--- src/rtl/cpu6_ifetch_if.sv ---
`default_nettype none
// ----------------------------------------------------------------------------
// cpu6_ifetch_if : fetch-unit bus bundle (imem request/response, redirect, decode)
// Rev 1.0
// ----------------------------------------------------------------------------
interface cpu6_ifetch_if;
  logic        imem_req_valid;
  logic [31:0] imem_req_addr;
  logic        imem_req_ready;
  logic        imem_resp_valid;
  logic [31:0] imem_resp_data;
  logic        redirect_valid;
  logic [31:0] redirect_pc;
  logic        id_valid;
  logic [31:0] id_instr;
  logic [31:0] id_pc;
  logic        id_ready;
  logic        ifu_fault;

  modport master (
    output imem_req_valid, imem_req_addr, id_valid, id_instr, id_pc, ifu_fault,
    input  imem_req_ready, imem_resp_valid, imem_resp_data,
    input  redirect_valid, redirect_pc, id_ready
  );

  modport slave (
    input  imem_req_valid, imem_req_addr, id_valid, id_instr, id_pc, ifu_fault,
    output imem_req_ready, imem_resp_valid, imem_resp_data,
    output redirect_valid, redirect_pc, id_ready
  );
endinterface
`default_nettype wire

--- src/rtl/cpu6_ifetch.sv ---
`default_nettype none
// ----------------------------------------------------------------------------
// cpu6_ifetch : in-order fetch unit with 2-entry decode FIFO and redirect drop;
// define CPU6_IFETCH_MISALIGN_CHK_EN to halt on misaligned redirects. Rev 1.0
// ----------------------------------------------------------------------------
module cpu6_ifetch #(
  parameter logic [31:0] RESET_PC = 32'h0000_0000
) (
  input  logic          clk,
  input  logic          reset,
  cpu6_ifetch_if.master bus
);
  localparam logic [0:0] ST_FETCH = 1'b0;
  localparam logic [0:0] ST_HALT  = 1'b1;

  logic [0:0]  r_state;
  logic [0:0]  w_state_nxt;
  logic [31:0] r_fpc;
  logic [1:0]  r_out;
  logic [1:0]  r_drop;
  logic [1:0]  r_cnt;
  logic        r_wr_ptr;
  logic        r_rd_ptr;
  logic [31:0] r_pend [0:1];
  logic [31:0] r_fifo_instr [0:1];
  logic [31:0] r_fifo_pc [0:1];

  logic        w_misaligned;
  logic        w_credit;
  logic        w_req_valid;
  logic        w_id_valid;
  logic        w_fault;
  logic        w_acc;
  logic        w_take;
  logic        w_drop_resp;
  logic        w_pop;
  logic        w_pend_idx;
  logic [31:0] w_redirect_tgt;

`ifdef CPU6_IFETCH_MISALIGN_CHK_EN
  assign w_misaligned = |bus.redirect_pc[1:0];
`else
  assign w_misaligned = 1'b0;
`endif

  assign w_redirect_tgt = bus.redirect_pc & 32'hFFFF_FFFC;
  // Dropped requests still occupy memory slots, so they count against credit.
  assign w_credit    = ({1'b0, r_out} + {1'b0, r_drop} + {1'b0, r_cnt}) < 3'd2;
  assign w_acc       = w_req_valid & bus.imem_req_ready;
  assign w_take      = bus.imem_resp_valid & !bus.redirect_valid & (r_drop == 2'd0) & !reset;
  assign w_drop_resp = bus.imem_resp_valid & (r_drop != 2'd0);
  assign w_pop       = w_id_valid & bus.id_ready;
  assign w_pend_idx  = r_out[0] & ~w_take;

  always_ff @(posedge clk) begin
    if (reset) r_state <= ST_FETCH;
    else       r_state <= w_state_nxt;
  end

  always_comb begin
    w_state_nxt = r_state;
    if (bus.redirect_valid) w_state_nxt = w_misaligned ? ST_HALT : ST_FETCH;
  end

  always_comb begin
    w_req_valid = 1'b0;
    w_id_valid  = 1'b0;
    if (!reset) begin
      w_req_valid = (r_state == ST_FETCH) && !bus.redirect_valid && w_credit;
      w_id_valid  = (r_cnt != 2'd0) && !bus.redirect_valid;
    end
`ifdef CPU6_IFETCH_MISALIGN_CHK_EN
    w_fault = !reset && (r_state == ST_HALT);
`else
    w_fault = 1'b0;
`endif
  end

  always_ff @(posedge clk) begin
    if (reset) begin
      r_fpc    <= RESET_PC;
      r_out    <= 2'd0;
      r_drop   <= 2'd0;
      r_cnt    <= 2'd0;
      r_wr_ptr <= 1'b0;
      r_rd_ptr <= 1'b0;
    end else if (bus.redirect_valid) begin
      // A response landing in the redirect cycle retires one in-flight slot.
      r_fpc    <= w_redirect_tgt;
      r_out    <= 2'd0;
      r_drop   <= r_drop + r_out - {1'b0, bus.imem_resp_valid};
      r_cnt    <= 2'd0;
      r_wr_ptr <= 1'b0;
      r_rd_ptr <= 1'b0;
    end else begin
      if (w_acc)       r_fpc    <= r_fpc + 32'd4;
      if (w_drop_resp) r_drop   <= r_drop - 2'd1;
      if (w_take)      r_wr_ptr <= ~r_wr_ptr;
      if (w_pop)       r_rd_ptr <= ~r_rd_ptr;
      r_out <= r_out + {1'b0, w_acc} - {1'b0, w_take};
      r_cnt <= r_cnt + {1'b0, w_take} - {1'b0, w_pop};
    end
  end

  always_ff @(posedge clk) begin
    if (w_take) begin
      r_fifo_instr[r_wr_ptr] <= bus.imem_resp_data;
      r_fifo_pc[r_wr_ptr]    <= r_pend[0];
      r_pend[0]              <= r_pend[1];
    end
    if (w_acc) r_pend[w_pend_idx] <= r_fpc;
  end

  assign bus.imem_req_valid = w_req_valid;
  assign bus.imem_req_addr  = r_fpc;
  assign bus.id_valid       = w_id_valid;
  assign bus.id_instr       = r_fifo_instr[r_rd_ptr];
  assign bus.id_pc          = r_fifo_pc[r_rd_ptr];
  assign bus.ifu_fault      = w_fault;
endmodule
`default_nettype wire

--- src/flat_wrapper.sv ---
// flat-port wrapper written by rule: the top's interface ports become plain ports
module cpu6_ifetch_flat 
#(
  parameter logic [31:0] RESET_PC = 32'h0000_0000
)
  (clk, reset, bus_imem_req_valid, bus_imem_req_addr, bus_id_valid, bus_id_instr, bus_id_pc, bus_ifu_fault, bus_imem_req_ready, bus_imem_resp_valid, bus_imem_resp_data, bus_redirect_valid, bus_redirect_pc, bus_id_ready);
  cpu6_ifetch_if bus_i ();
  input  logic clk;
  input  logic reset;
  output wire logic [$bits(bus_i.imem_req_valid)-1:0] bus_imem_req_valid;
  output wire logic [$bits(bus_i.imem_req_addr)-1:0] bus_imem_req_addr;
  output wire logic [$bits(bus_i.id_valid)-1:0] bus_id_valid;
  output wire logic [$bits(bus_i.id_instr)-1:0] bus_id_instr;
  output wire logic [$bits(bus_i.id_pc)-1:0] bus_id_pc;
  output wire logic [$bits(bus_i.ifu_fault)-1:0] bus_ifu_fault;
  input wire logic [$bits(bus_i.imem_req_ready)-1:0] bus_imem_req_ready;
  input wire logic [$bits(bus_i.imem_resp_valid)-1:0] bus_imem_resp_valid;
  input wire logic [$bits(bus_i.imem_resp_data)-1:0] bus_imem_resp_data;
  input wire logic [$bits(bus_i.redirect_valid)-1:0] bus_redirect_valid;
  input wire logic [$bits(bus_i.redirect_pc)-1:0] bus_redirect_pc;
  input wire logic [$bits(bus_i.id_ready)-1:0] bus_id_ready;
  assign bus_imem_req_valid = bus_i.imem_req_valid;
  assign bus_imem_req_addr = bus_i.imem_req_addr;
  assign bus_id_valid = bus_i.id_valid;
  assign bus_id_instr = bus_i.id_instr;
  assign bus_id_pc = bus_i.id_pc;
  assign bus_ifu_fault = bus_i.ifu_fault;
  assign bus_i.imem_req_ready = bus_imem_req_ready;
  assign bus_i.imem_resp_valid = bus_imem_resp_valid;
  assign bus_i.imem_resp_data = bus_imem_resp_data;
  assign bus_i.redirect_valid = bus_redirect_valid;
  assign bus_i.redirect_pc = bus_redirect_pc;
  assign bus_i.id_ready = bus_id_ready;
  cpu6_ifetch #(.RESET_PC(RESET_PC)) u_core (.clk(clk), .reset(reset), .bus(bus_i));
endmodule
--- config.mk ---
export PLATFORM = sky130hd
export DESIGN_NAME = cpu6_ifetch_flat
export DESIGN_NICKNAME = d
export VERILOG_FILES = /design/src/rtl/cpu6_ifetch_if.sv /design/src/rtl/cpu6_ifetch.sv /design/src/flat_wrapper.sv
export SDC_FILE = /design/constraint.sdc
export NUM_CORES = 1
export LEC_CHECK = 0
export ABC_AREA = 1
export BUFFER_PORTS_ARGS = -buffer_cell sky130_fd_sc_hd__buf_2
export CAP_MARGIN = 20
export CORE_UTILIZATION = 56
export CTS_CLUSTER_DIAMETER = 30
export DETAILED_ROUTE_END_ITERATION = 10
export PLACE_DENSITY = 0.8
export SLEW_MARGIN = 5
export SYNTH_ARGS = -nofsm -noshare
export SYNTH_HDL_FRONTEND = slang
export SYNTH_SLANG_ARGS = --single-unit
export TNS_END_PERCENT = 5
--- constraint.sdc ---
create_clock -name clk -period 6 [get_ports clk]
set_input_delay 1.2 -clock clk [delete_from_list [all_inputs] [get_ports clk]]
set_output_delay 1.2 -clock clk [all_outputs]
set_load 0.02 [all_outputs]
# ---- Word-level counts from Yosys, hierarchy flattened
# Memory sizes are Yosys's and may differ from the RTL's. A register that Yosys moved wholly into a read port is not among the register bits.
# Index checks and enable logic that the tools add are counted.
dict set report op_classes {
  magnitude_cmp 1
  bitwise_logic 10
  reduce_logical 10
  muxes 14
  n_addsub 10
}
# operator count
set ops {}
lappend ops {{$mux W32} 2}
lappend ops {{$add A32 B3 Y32 const B} 1}
lappend ops {{$mux W1} 10}
lappend ops {{$reduce_bool A2 Y1} 4}
lappend ops {{$and A1 B1 Y1} 7}
lappend ops {{$sub A2 B1 Y2} 3}
lappend ops {{$add A2 B1 Y2} 2}
lappend ops {{$mux W2} 2}
lappend ops {{$add A2 B2 Y3} 1}
lappend ops {{$add A3 B2 Y3} 1}
lappend ops {{$lt A3 B2 Y1 const B} 1}
lappend ops {{$not A1 Y1} 3}
lappend ops {{$add A2 B2 Y2} 1}
lappend ops {{$logic_and A1 B1 Y1} 2}
lappend ops {{$logic_not A1 Y1} 2}
lappend ops {{$logic_not A2 Y1} 1}
lappend ops {{$reduce_or A2 Y1} 1}
lappend ops {{$sub A2 B1 Y2 const B} 1}
dict set report totals {
  register_bits 40
  input_bits 70
  memories 3
  out_inout_bits 99
  ram_bits 192
  word_cells 55
}
# name words word_bits rd rd_ports_with_merged_regs write_ports line
set mem_list {}
lappend mem_list {u_core.r_fifo_instr 2 32 1 1 1 cpu6_ifetch.sv:25} ;# logic [31:0] r_fifo_instr [0:1];
lappend mem_list {u_core.r_fifo_pc 2 32 1 1 1 cpu6_ifetch.sv:26} ;# logic [31:0] r_fifo_pc [0:1];
lappend mem_list {u_core.r_pend 2 32 2 0 2 cpu6_ifetch.sv:24} ;# logic [31:0] r_pend [0:1];

# ---- Logic depth before layout (Yosys ltp)
# Gate-level depths: netlist of the first run.
dict set report logic_depth {
  depth_word 8
  mapped_depth 15
  depth_no_buf 14
}

# ---- Least setup slack after synthesis of the first run
# No wires, ideal clock.
dict set report synth_path {
  kind {input to register}
  from {input port reset}
  to {memory u_core.r_fifo_instr[1][0] (enable)}
  setup_ps 484
  t_arrival_ps 4522
  required_ps 5516
  path_stages 6
  slack_ps 994
  cell_sequence {buf_4 -> nor2_8 -> inv_1 -> nor3_2 -> inv_1 -> nor2_1}
}
dict set report synth_between {
  elab_chain_len 4
}
# item line
set synth_rtl {}
lappend synth_rtl {{from (decl)} flat_wrapper.sv:9} ;# input logic reset;
lappend synth_rtl {{$logic_not A1 Y1} cpu6_ifetch.sv:50} ;# assign w_take = bus.imem_resp_valid & !bus.redirect_valid & (r_drop == 2'd0) & !reset;
lappend synth_rtl {{$and A1 B1 Y1} cpu6_ifetch.sv:50}
lappend synth_rtl {{via u_core.w_take} cpu6_ifetch.sv:34} ;# logic w_take;
lappend synth_rtl {{$mux W1} cpu6_ifetch.sv:106} ;# if (w_take) begin
lappend synth_rtl {{$mux W1 (not written as such)} cpu6_ifetch.sv:107} ;# r_fifo_instr[r_wr_ptr] <= bus.imem_resp_data;
lappend synth_rtl {{to (decl)} cpu6_ifetch.sv:25}
# The timed path passes the listed nets, and every way through them passes these cells.

==> results.yml, run 1 <==
place:
  preCtsSetupSlack_ps: 1870
  place_inst: 1119
  port_buffers: 161
  hpwl_um: 12900
  placed_area_sq_um: 10400
  place_congestion: 0.907
sta:
  hold_viol_final: 0
  rsz0062_at_grt: "false"
  setup_slack_ps: 2280
  final.setup.tns_ps: 0
  max_clock_freq_ghz: 0.269
  slew_headroom: 0.398
  setup_viol: 0
  fin_skew_ps: 13.3
  maxSlewViolCount: 0
  post-route-period-util: 0.620
  fin_crit_ps: 3720
  worst_pin_slew_ps: 904
pwr:
  p_int_mw: 3.26
  p_per_area_nw_per_um2: 356
  combinationalPowerShare: 0.057
  p_seq_frac: 0.425
  power.share.clock: 0.518
  power_switching_mw: 0.898
  p_leak_nw: 4.65
  ir_worst_vdd_v: 0.000253
  switching_share: 0.216
synth:
  ys_types: 37
  ys_seq_elements: 223
  syn_area_sq_um: 9370
  synth_top_area_frac: 0.589
  yosys_warnings: 0
  yosys-top-cells-area: "edfxtp_1, dfxtp_1, mux2_2"
  avgSynthCellArea_sq_um: 12.3
  synth_top_cell_by_area: "edfxtp_1"
  netlist_instances: 761
  seq_area_frac_synth: 0.673
global_routing:
  gr-usage-met2: 0.388
  use_met1: 0.297
  grt_pass1_vias: 6138
  track_usage: 0.236
  overflow: 0
  grt_first_pass_wirelength_um: 31800
  antenna_found_initial: 0
  grtUsageMet3: 0.0586
  busiest_layer: "met2"
  grt_max_degree: 63
cells_and_area:
  multi_input_area_sq_um: 2660
  fin_area_sq_um: 11700
  syn2layout_area_growth_pct: 24.6
  num-nets-final: 1026
  layout_commonest_cell: "edfxtp_1"
  fillers: 1089
  stdcell_count: 1190
  antennaDiodeCount: 0
  layout_common_cells: "edfxtp_1, buf_2, nand2_1, inv_1, mux2_2"
  drive_above_1_share: 0.323
  seq_area_sq_um: 6310
routing:
  post_drt_wl_per_cell_um: 16.6
  drc: 0
  drt_iter0_drc: 488
  ant_nets: 0
  num_vias: 6259
  drt_first_pass_iters: 5
  via_per_inst: 5.26
  totalWireLength_um: 19700
cts:
  htreeDepth: 2
  cts_resized: 0
  clkSinkCount: 223
  clk_latency_ps: 510
  cts_inserted_buffers: 39
  post_cts_buffers: 0
  cts_buffer_depth: 3
  cts_hold_buffers: 0
  clkSlewWorstSetupHoldPaths_ps: 50
  cts_tree: "yes"
  root_buffer: "clkbuf_16"
die:
  rows: 46
  start_util: 0.582
  core_sq_um: 16100
  io_pins: 169
  die_area_sq_um: 17300
  die_w_um: 131
  die_y_um: 131
worst_setup_path:
  cp_data_arrival_time_ps: 3880
  cp.required_ps: 6160
  startpoint_type: "flip-flop"
  path_class: "reg -> reg"
  crit_fanout: 53
  endpoint_kind: "flip-flop"
flow_run:
  maxCapViolCount: 0
status:
  status: "completed"
min_path:
  hold_class: "reg -> reg"
-- critical path: stages (launching register included) --
cell and delay, ps:
dfxtp_1 340, inv_1 100, fa_1 580, inv_1 70
ha_1 210, inv_1 60, nand2_1 40, nand2_1 140
nand3_2 120, nor2_4 610, nand2_4 520, nand2_1 160
buf_4 370
-- layout make-up --
| class | count | area share |
|---|---|---|
| clock buffers | 50 | 0.0898 |
| clock inverters | 21 | 0.0223 |
| inverters | 76 | 0.0244 |
| multi-input cells | 437 | 0.228 |
| flip-flops and latches | 223 | 0.540 |
| well taps | 216 | 0.0231 |
| repair buffers | 167 | 0.0728 |
-- registers in the layout, summed over array words and instances (netlist names), named ones only --
name and cells:
u_core.r_drop 2, u_core.r_rd_ptr 1, u_core.r_out 2, u_core.r_fifo_pc 60, u_core.r_wr_ptr 1, u_core.r_fifo_instr 64
u_core.r_pend 60, u_core.r_cnt 2, u_core.bus.imem_req_addr 30
-- synthesized netlist by cell type (all sizes together) --
cell type / n
conb: 1
buf: 14
mux2: 70
nand4: 7
nand3b: 1
xnor2: 5
o31ai: 2
o21ai: 39
nor2: 56
xor2: 12
fa: 1
clkbuf: 15
dfxtp: 39
a21oi: 20
a21o: 1
a31oi: 4
inv: 76
ha: 11
nor3: 3
edfxtp: 184
a22oi: 2
o211ai: 4
or2: 2
nand2: 161
nand3: 31
-- stage by stage --
stage          total power, mW  hold WS, ps  utilization
2_1_floorplan             1.94          421            -
3_3_place_gp              2.02          423        0.644
3_5_place_dp              2.03          431        0.644
4_1_cts                   4.20          438        0.725
5_1_grt                   4.30          444        0.725
6_report                  4.16          438        0.725
-- metal layers --
| layer | wire length (um) | part of all wire |
|---|---|---|
| met5 | 0 | 0 |
| met4 | 633 | 0.032 |
| met3 | 1670 | 0.085 |
| met2 | 9620 | 0.49 |
| met1 | 7830 | 0.40 |
-- cell families (layout without fill, tap and decap cells) --
kind of cell	count (synthesis)	count (layout)	share of synthesized area
flip-flops	223	223	0.673
AND/OR/NAND/NOR	261	261	0.119
multiplexers	70	70	0.0861
XOR/XNOR	17	17	0.0159
AO/OA/AOI/OAI	72	72	0.0414
adder cells (fa/ha/maj)	12	12	0.0168
other	1	5	0.000400
buffers and inverters	105	314	0.0472
-- worst paths after layout --
check | startpoint | endpoint | slack (ps) | cells after the start
worst max-delay path | u_core.r_cnt[1] | u_core.r_pend[0][19] | 2280 | 12
worst min-delay path | u_core.r_pend[0][20] | u_core.r_fifo_pc[0][20] | 440 | 0
worst max register to register | u_core.r_cnt[1] | u_core.r_pend[0][19] | 2280 | 12
worst min register to register | u_core.r_pend[0][20] | u_core.r_fifo_pc[0][20] | 440 | 0
-- power groups by stage --
stage	Sequential (mW)	Combinational, mW	Clock (mW)
6_report	1.77	0.238	2.15
5_1_grt	1.77	0.263	2.26
4_1_cts	1.77	0.240	2.19
3_5_place_dp	1.80	0.236	0
3_3_place_gp	1.79	0.229	0
2_1_floorplan	1.80	0.139	0
(Power assumes the default switching activity.)
==> inputs of run 2 (changes only) <==
clock period = 3.9 ns   (was 6 ns; I/O delays follow)
==> run 2 against run 1 <==
Compared with the run above:
- sequential share of layout area is 0.83 points lower
- combinational power grew 58%
- hold slack better by 2.6 ps
- clock skew up 11 ps
- cell count up 0.59%
- core utilization grew 1.1 points
- sequential power is 54% higher
- via count about the same
- total power up 59%
- wire length fell by 0.33%
- largest power group unchanged
- highest routed layer unchanged
==> results.yml, run 2 (same netlist as run 1, synthesis figures left out) <==
status:
  status: "completed"
cells_and_area:
  fillers: 1096
  regMostFlops: "u_core.r_fifo_instr"
  drive_above_1_share: 0.333
  largest_reg_flops: 64
  num-nets-final: 1034
  largestRegisters: "u_core.r_fifo_instr x64, u_core.r_fifo_pc x60, u_core.r_pend x60"
  syn2layout_area_growth_pct: 26.5
  antennaDiodeCount: 0
  layout_common_cells: "edfxtp_1, buf_2, nand2_1, inv_1, mux2_2"
  layout_commonest_cell: "edfxtp_1"
sta:
  hold_slack_ps: 441
  worst_pin_slew_ps: 621
  max_clock_freq_ghz: 0.326
  slew_headroom: 0.585
  hold_viol_final: 0
  maxSlewViolCount: 0
  fin_skew_ps: 24.1
  final.setup.tns_ps: 0
  setup_viol: 0
  rsz0062_at_grt: "false"
  post-route-period-util: 0.786
  fin_crit_ps: 3060
global_routing:
  antenna_found_initial: 0
  track_usage: 0.229
  grt_pass1_vias: 6078
  grt_max_degree: 32
  overflow: 0
  grt_first_pass_wirelength_um: 31000
routing:
  num_vias: 6265
  drt_first_pass_iters: 6
  via_per_inst: 5.23
  ant_nets: 0
  drc: 0
  drt_iter0_drc: 374
  post_drt_wl_per_cell_um: 16.4
  totalWireLength_um: 19700
cts:
  cts_inserted_buffers: 40
  cts_tree: "yes"
  root_buffer: "clkbuf_16"
  cts_buffer_depth: 3
  clkSinkCount: 223
  post_cts_buffers: 0
  htreeDepth: 2
  cts_resized: 0
  clkSlewWorstSetupHoldPaths_ps: 50
  cts_hold_buffers: 0
  clk_latency_ps: 500
place:
  port_buffers: 161
  place_congestion: 0.924
  hpwl_um: 13200
worst_setup_path:
  endpoint_kind: "primary output"
  cp_common_cell: "inv_1"
  startpoint_type: "flip-flop"
  worstPathCellList: "inv_1 -> fa_1 -> inv_1 -> ha_1 -> inv_1 -> nand2_1 -> nand2_1 -> nand3_2 -> inv_1 -> buf_2"
  cp_slowest_cell: "fa_1"
  cp_data_arrival_time_ps: 2280
  crit_fanout: 2
  cp_slowest_stage_delay_ps: 550
  path_class: "reg -> out"
  reg2reg_depth: 14
  cp.required_ps: 3120
die:
  die_w_um: 131
  rows: 46
  core_sq_um: 16100
  io_pins: 169
  die_y_um: 131
  start_util: 0.582
  die_area_sq_um: 17300
pwr:
  ir_worst_vdd_v: 0.000402
  p_int_mw: 5.20
  combinationalPowerShare: 0.057
  power.share.clock: 0.532
  p_seq_frac: 0.411
  p_leak_nw: 4.74
  p_per_area_nw_per_um2: 558
  switching_share: 0.214
  power_switching_mw: 1.41
min_path:
  min_path_cells: 0
  hold_class: "reg -> reg"
flow_run:
  maxCapViolCount: 0
-- run 2: path summary, 6_finish.rpt --
check | from | endpoint | slack (ps)
setup reg to reg | u_core.r_cnt[1] | u_core.bus.imem_req_addr[8] | 1090
setup / recovery | u_core.r_cnt[1] | bus_imem_req_valid | 840
hold reg to reg | u_core.r_pend[0][13] | u_core.r_fifo_pc[0][13] | 440
hold / removal | u_core.r_pend[0][13] | u_core.r_fifo_pc[0][13] | 440
-- run 2: through the flow --
step	util	instance area, sq um	power [mW]	worst slack [ps]	instances
floorplan	-	9390	2.99	-665	765
global placement	0.650	10500	3.12	810	1126
detailed placement	0.650	10500	3.13	774	1126
CTS	0.736	11900	6.66	830	1197
global route	0.736	11900	6.82	688	1197
finish	0.736	11900	6.62	836	1197
-- run 2: power groups by stage --
stage          registers [mW]  logic, mW  clock network, mW
3_3_place_gp             2.76      0.362                  0
5_1_grt                  2.72      0.411               3.69
3_5_place_dp             2.76      0.372                  0
6_report                 2.72      0.376               3.52
2_1_floorplan            2.77      0.214                  0
4_1_cts                  2.72      0.377               3.57
-- run 2: routing by layer --
metal	part of all wire	track usage	wire (um)	up-vias
met5	0	0	0	-
met4	0.023	0.0775	445	0
met3	0.079	0.0548	1560	39
met2	0.48	0.384	9450	280
met1	0.42	0.294	8230	2941
li1	-	-	-	3005
-- run 2: layout make-up --
class                      instances  area (sq um)  area share
sequential                       223          6310       0.532
multi-input combinational        437          2660       0.224
clock buffer                      46          1050      0.0889
timing repair buffer             174           953      0.0804
clock inverter                    25           333      0.0281
inverter                          76           285      0.0241
tap                              216           270      0.0228
-- run 2: critical path: cells and delay by family, from the launching register on --
kind | cells | cell delay, ps
AND/OR/NAND/NOR | 3 | 290
buffers and inverters | 5 | 390
adder cells (fa/ha/maj) | 2 | 750
flip-flops | 1 | 350
==> inputs of run 3 (changes only) <==
clock period = 2.9 ns   (was 3.9 ns; I/O delays follow)
==> run 3 against run 2 <==
Compared with the run above:
- setup slack worse by 770 ps
- largest cell class unchanged
- design area is 0.56% higher
- combinational power is 36% higher
- total power is 34% higher
- non-clock buffer count is 4 higher
- global-route usage is 0.12 points lower
- flip-flop and latch count stayed put
- clock skew is 0.93 ps lower
- largest power group unchanged
- register-to-register slack worse by 870 ps
- critical endpoint unchanged
- clock-buffer cell count is 2 lower
- clock power is 34% higher
- sequential share of layout area is 0.30 points lower
==> results.yml, run 3 (same netlist as run 1, synthesis figures left out) <==
pwr:
  combinationalPowerShare: 0.058
  p_leak_nw: 4.77
  power_switching_mw: 1.99
  ir_worst_vdd_v: 0.000437
  p_total_mw: 8.88
  p_per_area_nw_per_um2: 744
  p_int_mw: 6.88
  p_seq_frac: 0.412
  switching_share: 0.225
  power.share.clock: 0.531
routing:
  totalWireLength_um: 19300
  num_vias: 6187
  via_per_inst: 5.15
  drt_first_pass_iters: 5
  drt_iter0_drc: 407
  drc: 0
  post_drt_wl_per_cell_um: 16.0
  ant_nets: 0
die:
  die_w_um: 131
  rows: 46
  start_util: 0.582
  core_sq_um: 16100
  io_pins: 169
  die_area_sq_um: 17300
  die_y_um: 131
worst_setup_path:
  timing.rr.end: "u_core.bus.imem_req_addr[19]"
  path_class: "reg -> out"
  startpoint_type: "flip-flop"
  crit_fanout: 2
  reg2reg_depth: 15
  cp_common_cell: "inv_1"
  endpoint_kind: "primary output"
  rrSetupSlack_ps: 220
  cp.required_ps: 2320
  r2r-start: "u_core.r_cnt[1]"
  cp_slowest_cell: "fa_1"
  cp_data_arrival_time_ps: 2250
  worstPathCellList: "inv_1 -> fa_1 -> inv_1 -> ha_1 -> inv_1 -> nand2_1 -> nand2_2 -> nand3_4 -> inv_1 -> buf_4"
  cp_slowest_stage_delay_ps: 550
place:
  place_inst: 1130
  hpwl_um: 12900
  place_congestion: 0.910
  placed_area_sq_um: 10500
  port_buffers: 161
cells_and_area:
  fin_area_sq_um: 11900
  syn2layout_area_growth_pct: 27.2
  largest_reg_flops: 64
  largestRegisters: "u_core.r_fifo_instr x64, u_core.r_fifo_pc x60, u_core.r_pend x60"
  layout_common_cells: "edfxtp_1, buf_2, nand2_1, inv_1, mux2_2"
  stdcell_count: 1202
  antennaDiodeCount: 0
  drive_above_1_share: 0.343
  regMostFlops: "u_core.r_fifo_instr"
  layout_commonest_cell: "edfxtp_1"
  fillers: 1033
  num-nets-final: 1037
sta:
  final.setup.tns_ps: 0
  fin_crit_ps: 2830
  maxSlewViolCount: 0
  hold_slack_ps: 251
  fin_skew_ps: 23.1
  setup_viol: 0
  hold_viol_final: 0
  max_clock_freq_ghz: 0.353
  post-route-period-util: 0.976
cts:
  cts_inserted_buffers: 39
  post_cts_buffers: 0
  clkSlewWorstSetupHoldPaths_ps: 50
  htreeDepth: 2
  cts_tree: "yes"
  root_buffer: "clkbuf_16"
  clkSinkCount: 223
  clk_latency_ps: 520
  cts_buffer_depth: 3
min_path:
  hold_class: "in -> reg"
  worstHoldStart: "bus_imem_resp_data[14]"
  hold_end: "u_core.r_fifo_instr[0][14]"
  min_path_cells: 1
global_routing:
  grt_pass1_vias: 5935
  overflow: 0
  grt_max_degree: 63
  grt_first_pass_wirelength_um: 30900
  track_usage: 0.228
  antenna_found_initial: 0
flow_run:
  maxCapViolCount: 0
status:
  status: "completed"
[run 3: cell types whose count changed in the layout (fill, tap and decap cells not counted), moves of 2 or more]
cell,change
buf_12,+2
buf_4,+3
clkinv_1,-3
inv_1,-2
inv_2,+2
inv_6,+3
inv_8,+3
[run 3: power groups by stage]
| stage | Clock, mW | Sequential [mW] | Combinational (mW) |
|---|---|---|---|
| after floorplan | 0 | 3.73 | 0.289 |
| after global placement | 0 | 3.71 | 0.495 |
| after detailed placement | 0 | 3.71 | 0.507 |
| after CTS | 4.78 | 3.65 | 0.512 |
| after global routing | 4.94 | 3.66 | 0.565 |
| final | 4.71 | 3.65 | 0.513 |
[run 3: layer usage]
| metal | GRT usage | wire (um) | vias up |
|---|---|---|---|
| li1 | - | - | 3028 |
| met4 | 0.0840 | 451 | 0 |
| met1 | 0.303 | 8240 | 2854 |
| met5 | 0 | 0 | - |
| met2 | 0.363 | 9050 | 260 |
| met3 | 0.0586 | 1520 | 45 |
[run 3: worst max-delay path by stage]
stage                     startpoint                           end  slack (ps)  cells past startpoint
floorplan                      reset     u_core.r_fifo_instr[1][0]        -450                      6
global placement     u_core.r_cnt[1]          u_core.r_pend[0][24]         310                     12
detailed placement  u_core.r_drop[1]  u_core.bus.imem_req_addr[19]         220                     15
CTS                  u_core.r_cnt[1]            bus_imem_req_valid          10                     10
global route         u_core.r_cnt[1]            bus_imem_req_valid         -10                     10
finish               u_core.r_cnt[1]            bus_imem_req_valid          70                     10
[run 3: area by class of cell]
type	count	area, sq um	share of cell area
flip-flops and latches	223	6310	0.529
multi-input cells	437	2670	0.224
well taps	216	270	0.0227
clock buffers	44	1020	0.0852
inverters	76	285	0.0239
repair buffers	178	1010	0.0848
clock inverters	28	370	0.0310
[run 3: repair_timing]
| action | in CTS | in global routing |
|---|---|---|
| endpoints found under the setup margin | 0 | 2 |
| resized for setup | 0 | 5 |
| hold buffers | 0 | 0 |
[run 3: worst max-delay path: cells and delay by family, from the launching register on]
kind | cells | cell delay, ps
adder cells (fa/ha/maj) | 2 | 760
buffers and inverters | 5 | 410
flip-flops | 1 | 340
AND/OR/NAND/NOR | 3 | 260
[run 3: through the flow]
| step | util | worst slack [ps] |
|---|---|---|
| after global routing | 0.740 | -13.1 |
| after floorplan | - | -445 |
| final | 0.740 | 70.0 |
| after CTS | 0.739 | 13.6 |
| after detailed placement | 0.653 | 223 |
| after global placement | 0.653 | 306 |
